File: src/rtl/grant_decoder_seq.sv
// Buffers encoded indices in a small FIFO and drives registered one-hot grants with a break-before-make gap.
// Optional per-line saturating grant counters are enabled with `define GRANT_COUNT_EN.
module grant_decoder_seq #(
  parameter int IDX_W      = 2,
  parameter int FIFO_DEPTH = 4,
  parameter int HOLD_MIN   = 1
) (
  input  logic                            clk,
  input  logic                            rst,
  input  logic                            in_valid,
  output logic                            in_ready,
  input  logic [IDX_W-1:0]                in_idx,
  output logic                            out_valid,
  output logic [(1<<IDX_W)-1:0]           out_onehot,
  input  logic                            out_ack,
  output logic [$clog2(FIFO_DEPTH):0]     fifo_count,
  output logic                            busy
`ifdef GRANT_COUNT_EN
  ,
  output logic [(1<<IDX_W)*8-1:0]         grant_cnt
`endif
);

  localparam int OUT_W  = 1 << IDX_W;
  localparam int PTR_W  = $clog2(FIFO_DEPTH);
  localparam int HCNT_W = $clog2(HOLD_MIN + 1);
  localparam logic [HCNT_W-1:0] HOLD_SAT  = HCNT_W'(HOLD_MIN);
  localparam logic [HCNT_W-1:0] HOLD_LAST = HCNT_W'(HOLD_MIN - 1);
  localparam logic [OUT_W-1:0]  ONE_HOT0  = OUT_W'(1);

  typedef enum logic [1:0] {IDLE, GRANT, GAP} state_e;

  state_e              state_q;
  logic [IDX_W-1:0]    mem_q [FIFO_DEPTH];
  logic [PTR_W:0]      wrPtr_q, wrPtr_d;
  logic [PTR_W:0]      rdPtr_q, rdPtr_d;
  logic [HCNT_W-1:0]   holdCnt_q;
  logic                valid_q;
  logic [OUT_W-1:0]    onehot_q;

  logic                fifoEmpty, fifoFull;
  logic                push, pop, ackTaken, holdDone;
  logic [IDX_W-1:0]    headIdx;

  // Pointers carry an extra wrap bit so full and empty are distinguishable.
  assign fifoEmpty = (wrPtr_q == rdPtr_q);
  assign fifoFull  = (wrPtr_q[PTR_W] != rdPtr_q[PTR_W]) &&
                     (wrPtr_q[PTR_W-1:0] == rdPtr_q[PTR_W-1:0]);
  assign push      = in_valid & ~fifoFull;
  assign pop       = (state_q != GRANT) & ~fifoEmpty;
  assign headIdx   = mem_q[rdPtr_q[PTR_W-1:0]];
  assign holdDone  = (holdCnt_q == HOLD_LAST) || (holdCnt_q == HOLD_SAT);
  assign ackTaken  = (state_q == GRANT) & valid_q & out_ack & holdDone;

  assign wrPtr_d   = push ? wrPtr_q + 1'b1 : wrPtr_q;
  assign rdPtr_d   = pop  ? rdPtr_q + 1'b1 : rdPtr_q;

  assign in_ready   = ~fifoFull;
  assign fifo_count = wrPtr_q - rdPtr_q;
  assign out_valid  = valid_q;
  assign out_onehot = onehot_q;
  assign busy       = valid_q | (fifo_count != '0);

  always_ff @(posedge clk) begin
    if (push) mem_q[wrPtr_q[PTR_W-1:0]] <= in_idx;
  end

  always_ff @(posedge clk or posedge rst) begin
    if (rst) begin
      wrPtr_q <= '0;
      rdPtr_q <= '0;
    end else begin
      wrPtr_q <= wrPtr_d;
      rdPtr_q <= rdPtr_d;
    end
  end

  // IDLE and GAP both pop straight into GRANT, so GAP never lasts more than one cycle.
  always_ff @(posedge clk or posedge rst) begin
    if (rst) begin
      state_q   <= IDLE;
      valid_q   <= 1'b0;
      onehot_q  <= '0;
      holdCnt_q <= '0;
    end else begin
      case (state_q)
        IDLE, GAP: begin
          if (pop) begin
            valid_q   <= 1'b1;
            onehot_q  <= ONE_HOT0 << headIdx;
            holdCnt_q <= '0;
            state_q   <= GRANT;
          end else begin
            state_q   <= IDLE;
          end
        end
        GRANT: begin
          if (holdCnt_q != HOLD_SAT) holdCnt_q <= holdCnt_q + 1'b1;
          if (ackTaken) begin
            valid_q  <= 1'b0;
            onehot_q <= '0;
            state_q  <= GAP;
          end
        end
        default: begin
          valid_q  <= 1'b0;
          onehot_q <= '0;
          state_q  <= IDLE;
        end
      endcase
    end
  end

`ifdef GRANT_COUNT_EN
  logic [7:0] grantCnt_q [OUT_W];

  always_ff @(posedge clk or posedge rst) begin
    if (rst) begin
      for (int k = 0; k < OUT_W; k++) grantCnt_q[k] <= 8'd0;
    end else begin
      for (int k = 0; k < OUT_W; k++) begin
        if (ackTaken && onehot_q[k] && (grantCnt_q[k] != 8'hFF))
          grantCnt_q[k] <= grantCnt_q[k] + 8'd1;
      end
    end
  end

  for (genvar g = 0; g < OUT_W; g++) begin : g_cnt
    assign grant_cnt[8*g +: 8] = grantCnt_q[g];
  end
`endif

endmodule
File: config.mk
export PLATFORM = sky130hd
export DESIGN_NAME = grant_decoder_seq
export DESIGN_NICKNAME = d
export VERILOG_FILES = /design/src/rtl/grant_decoder_seq.sv
export SDC_FILE = /design/constraint.sdc
export NUM_CORES = 1
export LEC_CHECK = 0
export CORE_MARGIN = 5
export CORE_UTILIZATION = 50
export CTS_BUF_LIST = sky130_fd_sc_hd__clkbuf_4
export DETAILED_ROUTE_END_ITERATION = 10
export GPL_ROUTABILITY_DRIVEN = 0
export PLACE_DENSITY = 0.75
export SYNTH_ARGS = -nofsm -noshare
export SYNTH_HDL_FRONTEND = slang
export SYNTH_SLANG_ARGS = --single-unit
File: constraint.sdc
create_clock -name clk -period 3.9 [get_ports clk]
set_input_delay 0.39 -clock clk [delete_from_list [all_inputs] [get_ports clk]]
set_output_delay 0.39 -clock clk [all_outputs]
set_load 0.01 [all_outputs]
==> results of run 1 <==
==> Yosys cell counts, types with 2 or more instances <==
library cell  number
dfrtp_1           13
mux4_2             2
edfxtp_1           8
mux2_2             2
ha_1               7
a32o_1             4
nand2b_1           2
xnor2_1            6
o211ai_1           2
inv_1              9
and2_1             4
==> stage by stage <==
stage | setup slack, ps | instances | hold WS [ps] | cell area [sq um]
finish | 997.9 | 117 | 402.9 | 1215
floorplan | 1789 | 71 | 267.0 | 1001
detailed placement | 1327 | 113 | 487.1 | 1185
CTS | 973.3 | 117 | 405.0 | 1215
global route | 840.4 | 117 | 432.3 | 1215
global placement | 1413 | 113 | 477.4 | 1185
==> state kept, by name, summed over array words and instances, names as in the netlist <==
register    cells
rdPtr_q         3
out_valid       1
mem_q           8
out_onehot      4
state_q         2
wrPtr_q         3
==> critical path: cells and delay by family, from the launching register on <==
kind	cells	cell delay (ps)
adders and majority gates	2	550
buffers and inverters	3	690
DFF	1	420
xor gates and xnor gates	1	150
and+or+nand+nor	1	390
==> power groups by stage <==
stage	Sequential, mW	Clock, mW	Combinational [mW]
2_1_floorplan	0.290	0	0.132
3_3_place_gp	0.294	0	0.206
3_5_place_dp	0.297	0	0.211
4_1_cts	0.291	0.111	0.213
5_1_grt	0.295	0.120	0.236
6_report	0.290	0.105	0.211
==> final timing paths <==
path                               start            end  slack (ps)  depth (start not counted)
max                           wrPtr_q[0]           busy        1000                          7
min                                  rst     state_q[1]         400                          2
max reg2reg                   wrPtr_q[0]     rdPtr_q[1]        2050                          5
min reg2reg                out_onehot[3]  out_onehot[3]         510                          1
max in group asynchronous            rst      out_valid        3150                          2
min in group clk           out_onehot[3]  out_onehot[3]         510                          1
==> kinds of logic after synthesis <==
| logic type | Yosys count | share of synthesized area [%] |
|---|---|---|
| and+or+nand+nor | 11 | 6.625 |
| DFF | 21 | 56.50 |
| xor gates and xnor gates | 7 | 6.875 |
| muxes | 4 | 6.750 |
| adders and majority gates | 8 | 10.75 |
| buffers and inverters | 9 | 3.375 |
| AOI/OAI and AO/OA | 11 | 9.125 |
==> cell type report <==
cell class,count,area (sq um)
flip-flops and latches,21,565.5
fillers,158,726.9
clock inverters,1,7.507
well taps,27,33.78
repair buffers,15,150.1
inverters,9,33.78
clock buffers,3,22.52
multi-input cells,41,401.6
==> per-layer routing <==
layer,track usage (%),routed length (microns),vias to the layer above
met5,0,0,-
met2,24.21,812,15
met3,4.905,103,4
met1,14.61,683,294
met4,6.224,25,0
li1,-,-,289
==> impl_metrics.csv, run 1 <==
group,metric,value,unit
sta,min_period_over_period,74.41,%
floorplanning,ios,16,
synthesis,netlist.area_leader.share,32.50,%
synthesis,synth-main-ff-cell,"dfrtp_1",
synthesis,ys_seq_area_share,56.50,%
sta,setup-violations-final,0,
synthesis,synth_nets,85,
floorplanning,rows,16,
clock_tree,clkSinkCount,21,
synthesis,ys_warn_count,0,
power,p_int,0.4070,mW
grt,grt_pass1_wl,2815,microns
grt,grt_overflow,0,
critical_path,cp-end-kind,"output pin",
clock_tree,cts_buffers,3,
synthesis,synth_area,1001,sq um
synthesis,ys_seq_elements,21,
placement,io_buffers,15,
grt,grt_usage,13.80,%
clock_tree,cts.reportedPaths.clkPinSlew,120,ps
grt,grt_pass1_vias,639,
power,power_density,499.4,nW/um^2
clock_tree,cts_root_buffer,"clkbuf_4",
grt,antenna_found_initial,0,
routing,vias,602,
power,p_switching,0.1997,mW
routing,drt_iter0_drc,5,
synthesis,yosysUniqueCellTypes,23,
synthesis,netlist_instances,71,
floorplanning,die_x,54.74,microns
power,p_sw_share,32.91,%
layout,fin_util,62.56,%
power,clkPwrFrac,17.3,%
synthesis,synth-async-reset-ratio,61.90,%
sta,maxSlewViolCount,0,
critical_path,cp-start-kind,"flip-flop",
critical_path,worstPathCellList,"inv_1 > ha_1 > inv_1 > fa_1 > xnor2_1 > or4_1 > clkdlybuf4s50_1",
clock_tree,post-cts-setup-buffer-count,0,
layout,diodes,0,
layout,most-common-layout-cells,"clkdlybuf4s50_1 (15), dfrtp_1 (13), inv_1 (9)",
critical_path,crit_required,3510,ps
sta,fin_skew,9.605,ps
sta,setup_tns,0,ps
critical_path,crit_type,"reg -> out",
placement,dp_hpwl,1324,microns
hold_path,min_path_type,"in -> async",
sta,tightest_slew,587.9,ps
routing,drt-wirelength-per-cell,13.89,microns
routing,ant_nets,0,
grt,grt_start_max_net_pins,14,
clock_tree,htreeDepth,1,
critical_path,path_common_cell,"inv_1",
job,drv_cap,0,
layout,drive_gt1_share,11.11,%
critical_path,cp_max_fo,4,
sta,period_needed,2902,ps
synthesis,synth_edf_count,8,
critical_path,slowest_stage,"clkdlybuf4s50_1",
sta,rsz0062_at_grt,"false",
routing,routed_wl,1625,microns
floorplanning,start_util,51.55,%
layout,fin_nets,105,
power,pwr-share-seq,47.9,%
clock_tree,clk_path_buf_depth,2,
routing,route.detailed.drc,0,
clock_tree,post_cts_resized,0,
clock_tree,holdBufCountCts,0,
synthesis,synth_area_per_cell,14.10,sq um
synthesis,synth_area_leader_cell,"dfrtp_1",
clock_tree,cts_tree,"built",
power,p_total,0.6067,mW
layout,area_growth,21.38,%
power,p_leak,0.5090,nW
routing,dr.pass1.iters,4,
sta,hold_viol,0,
floorplanning,die_area,2996,sq um
clock_tree,insertion_delay,310,ps
critical_path,arrival,2510,ps
floorplanning,coreArea,1942,sq um
floorplanning,die_y,54.74,microns
layout,final_common_cell,"clkdlybuf4s50_1",
synthesis,yosys-top-cells-area,"dfrtp_1 (33%), edfxtp_1 (24%), ha_1 (8.8%)",
power,power.share.combinational,34.8,%
sta,fmax,344.6,MHz
sta,maxSlewHeadroom,60.68,%
critical_path,slowest_delay,490,ps
status,status,"complete, no violations",
power,vdd_drop_max,301.7,uV
routing,via_per_inst,5.145,
No activity file was read; power rests on OpenSTA's default activity.
==> run 2, diff against run 1 <==
Clock period 3.9 ns to 2.9 ns, I/O delays scaled along.
==> impl_metrics.csv, run 2 (same netlist as run 1, synthesis figures left out) <==
group,metric,value,unit
floorplanning,die_y,54.74,microns
clock_tree,cts_tree,"built",
layout,largest_reg_flops,8,
sta,tightest_slew,584.9,ps
clock_tree,clkSinkCount,21,
power,power_density,667.8,nW/um^2
layout,multi_input_area,401.6,sq um
hold_path,min_path_type,"in -> async",
routing,dr.pass1.iters,4,
power,p_int,0.5462,mW
placement,io_buffers,15,
sta,maxSlewViolCount,0,
power,pwr-share-seq,48.1,%
power,clkPwrFrac,17.3,%
critical_path,slowest_stage,"clkdlybuf4s50_1",
floorplanning,die_area,2996,sq um
grt,grt_usage,13.80,%
critical_path,cpLargestDelayFamily,"buffers and inverters",
power,p_sw_share,32.88,%
floorplanning,ios,16,
critical_path,cp_num_buf_inv,3,
power,p_leak,0.5083,nW
layout,most-common-layout-cells,"clkdlybuf4s50_1 (14), dfrtp_1 (12), inv_1 (8), edfxtp_1 (8), ha_1 (7)",
critical_path,worstPathCellList,"inv_2 > ha_1 > inv_1 > fa_1 > xnor2_1 > clkdlybuf4s50_1",
routing,ant_nets,0,
critical_path,arrival,2200,ps
power,vdd_drop_max,405.6,uV
critical_path,cp-end-kind,"output pin",
clock_tree,cts.reportedPaths.clkPinSlew,120,ps
sta,fin_worst_hold_slack,304.4,ps
grt,grt_start_max_net_pins,14,
sta,min_period_over_period,85.89,%
clock_tree,cts_root_buffer,"clkbuf_4",
critical_path,crit_type,"reg -> out",
clock_tree,holdBufCountCts,0,
placement,dp_hpwl,1324,microns
floorplanning,coreArea,1942,sq um
sta,period_needed,2491,ps
floorplanning,rows,16,
layout,num-fill-cells,157,
sta,fmax,401.5,MHz
layout,final_common_cell,"clkdlybuf4s50_1",
clock_tree,cts_buffers,3,
sta,setup-violations-final,0,
critical_path,worst-path-stages,6,
layout,diodes,0,
routing,routed_wl,1626,microns
floorplanning,die_x,54.74,microns
floorplanning,start_util,51.55,%
layout,drive_gt1_share,13.33,%
power,power.share.combinational,34.6,%
grt,antenna_found_initial,0,
layout,area_growth,21.75,%
sta,rsz0062_at_grt,"false",
critical_path,reg2reg_depth,5,
critical_path,crit_required,2610,ps
clock_tree,post-cts-setup-buffer-count,0,
clock_tree,clk_path_buf_depth,2,
routing,via_per_inst,5.137,
sta,hold_viol,0,
critical_path,cp-start-kind,"flip-flop",
layout,register_area,566.8,sq um
status,status,"complete, no violations",
sta,fin_skew,10.47,ps
clock_tree,insertion_delay,310,ps
sta,maxSlewHeadroom,60.88,%
grt,grt_overflow,0,
routing,route.detailed.drc,0,
job,drv_cap,0,
routing,drt-wirelength-per-cell,13.90,microns
grt,grt_pass1_vias,639,
power,p_switching,0.2676,mW
sta,setup_tns,0,ps
routing,drt_iter0_drc,6,
layout,fin_nets,105,
clock_tree,htreeDepth,1,
critical_path,slowest_delay,570,ps
grt,grt_pass1_wl,2815,microns
routing,vias,601,
clock_tree,post_cts_resized,0,
critical_path,cp_max_fo,4,
-- run 2: changes by cell type in the layout (fill, tap and decap cells not counted) --
| cell | delta |
|---|---|
| inv_1 | -1 |
| dfrtp_1 | -1 |
| dlymetal6s2s_1 | +1 |
| inv_2 | +1 |
| dfrtp_2 | +1 |
| clkdlybuf4s50_1 | -1 |
-- run 2: final cells by class --
type	instances	share of cell area [%]
multi-input combinational	41	32.96
timing repair buffer	15	12.53
tap	27	2.772
sequential	21	46.51
clock buffer	3	1.848
clock inverter	1	0.6160
inverter	9	2.772
-- run 2: layer usage --
metal	GRT usage, %	vias up	share of wire [%]
li1	-	289	-
met1	14.61	293	43
met2	24.21	15	49
met3	4.905	4	6.0
met4	6.224	0	1.5
met5	0	-	0
-- run 2: path summary, 6_finish.rpt --
check,start,end,slack [ps]
min in group clk,out_onehot[3],out_onehot[3],510
worst min register to register,out_onehot[3],out_onehot[3],510
worst max-delay path,wrPtr_q[0],fifo_count[2],410
max in group asynchronous,rst,rdPtr_q[0],2220
worst min-delay path,rst,state_q[1],300
worst max register to register,wrPtr_q[0],rdPtr_q[1],1090
-- run 2: worst reg2reg max path, stage by stage (launching register included) --
cell	delay [ps]
dfrtp_1	410
inv_2	80
ha_1	350
nand2_1	150
o21ai_0	330
mux2_2	370
-- run 2: power by group through the flow --
stage	logic, mW	clock network (mW)	registers [mW]
floorplan	0.177	0	0.390
global placement	0.277	0	0.395
detailed placement	0.284	0	0.399
CTS	0.287	0.149	0.392
global route	0.317	0.162	0.398
finish	0.282	0.141	0.391
-- run 2: through the flow --
stage	std cells	power [mW]	cell area [sq um]	util (%)	setup WS, ps
global placement	113	0.6716	1185	61.02	512.7
CTS	117	0.8279	1215	62.56	73.33
floorplan	71	0.5675	1001	-	889.4
detailed placement	113	0.6834	1185	61.02	427.3
finish	117	0.8138	1219	62.76	409.1
global route	117	0.8764	1219	62.76	257.3
==> run 3, diff against run 2 <==
Settings changed: TNS_END_PERCENT from default to 100.
==> results of run 3 <==
Same layout as run 2: the final DEF is identical, and so are final timing and power.
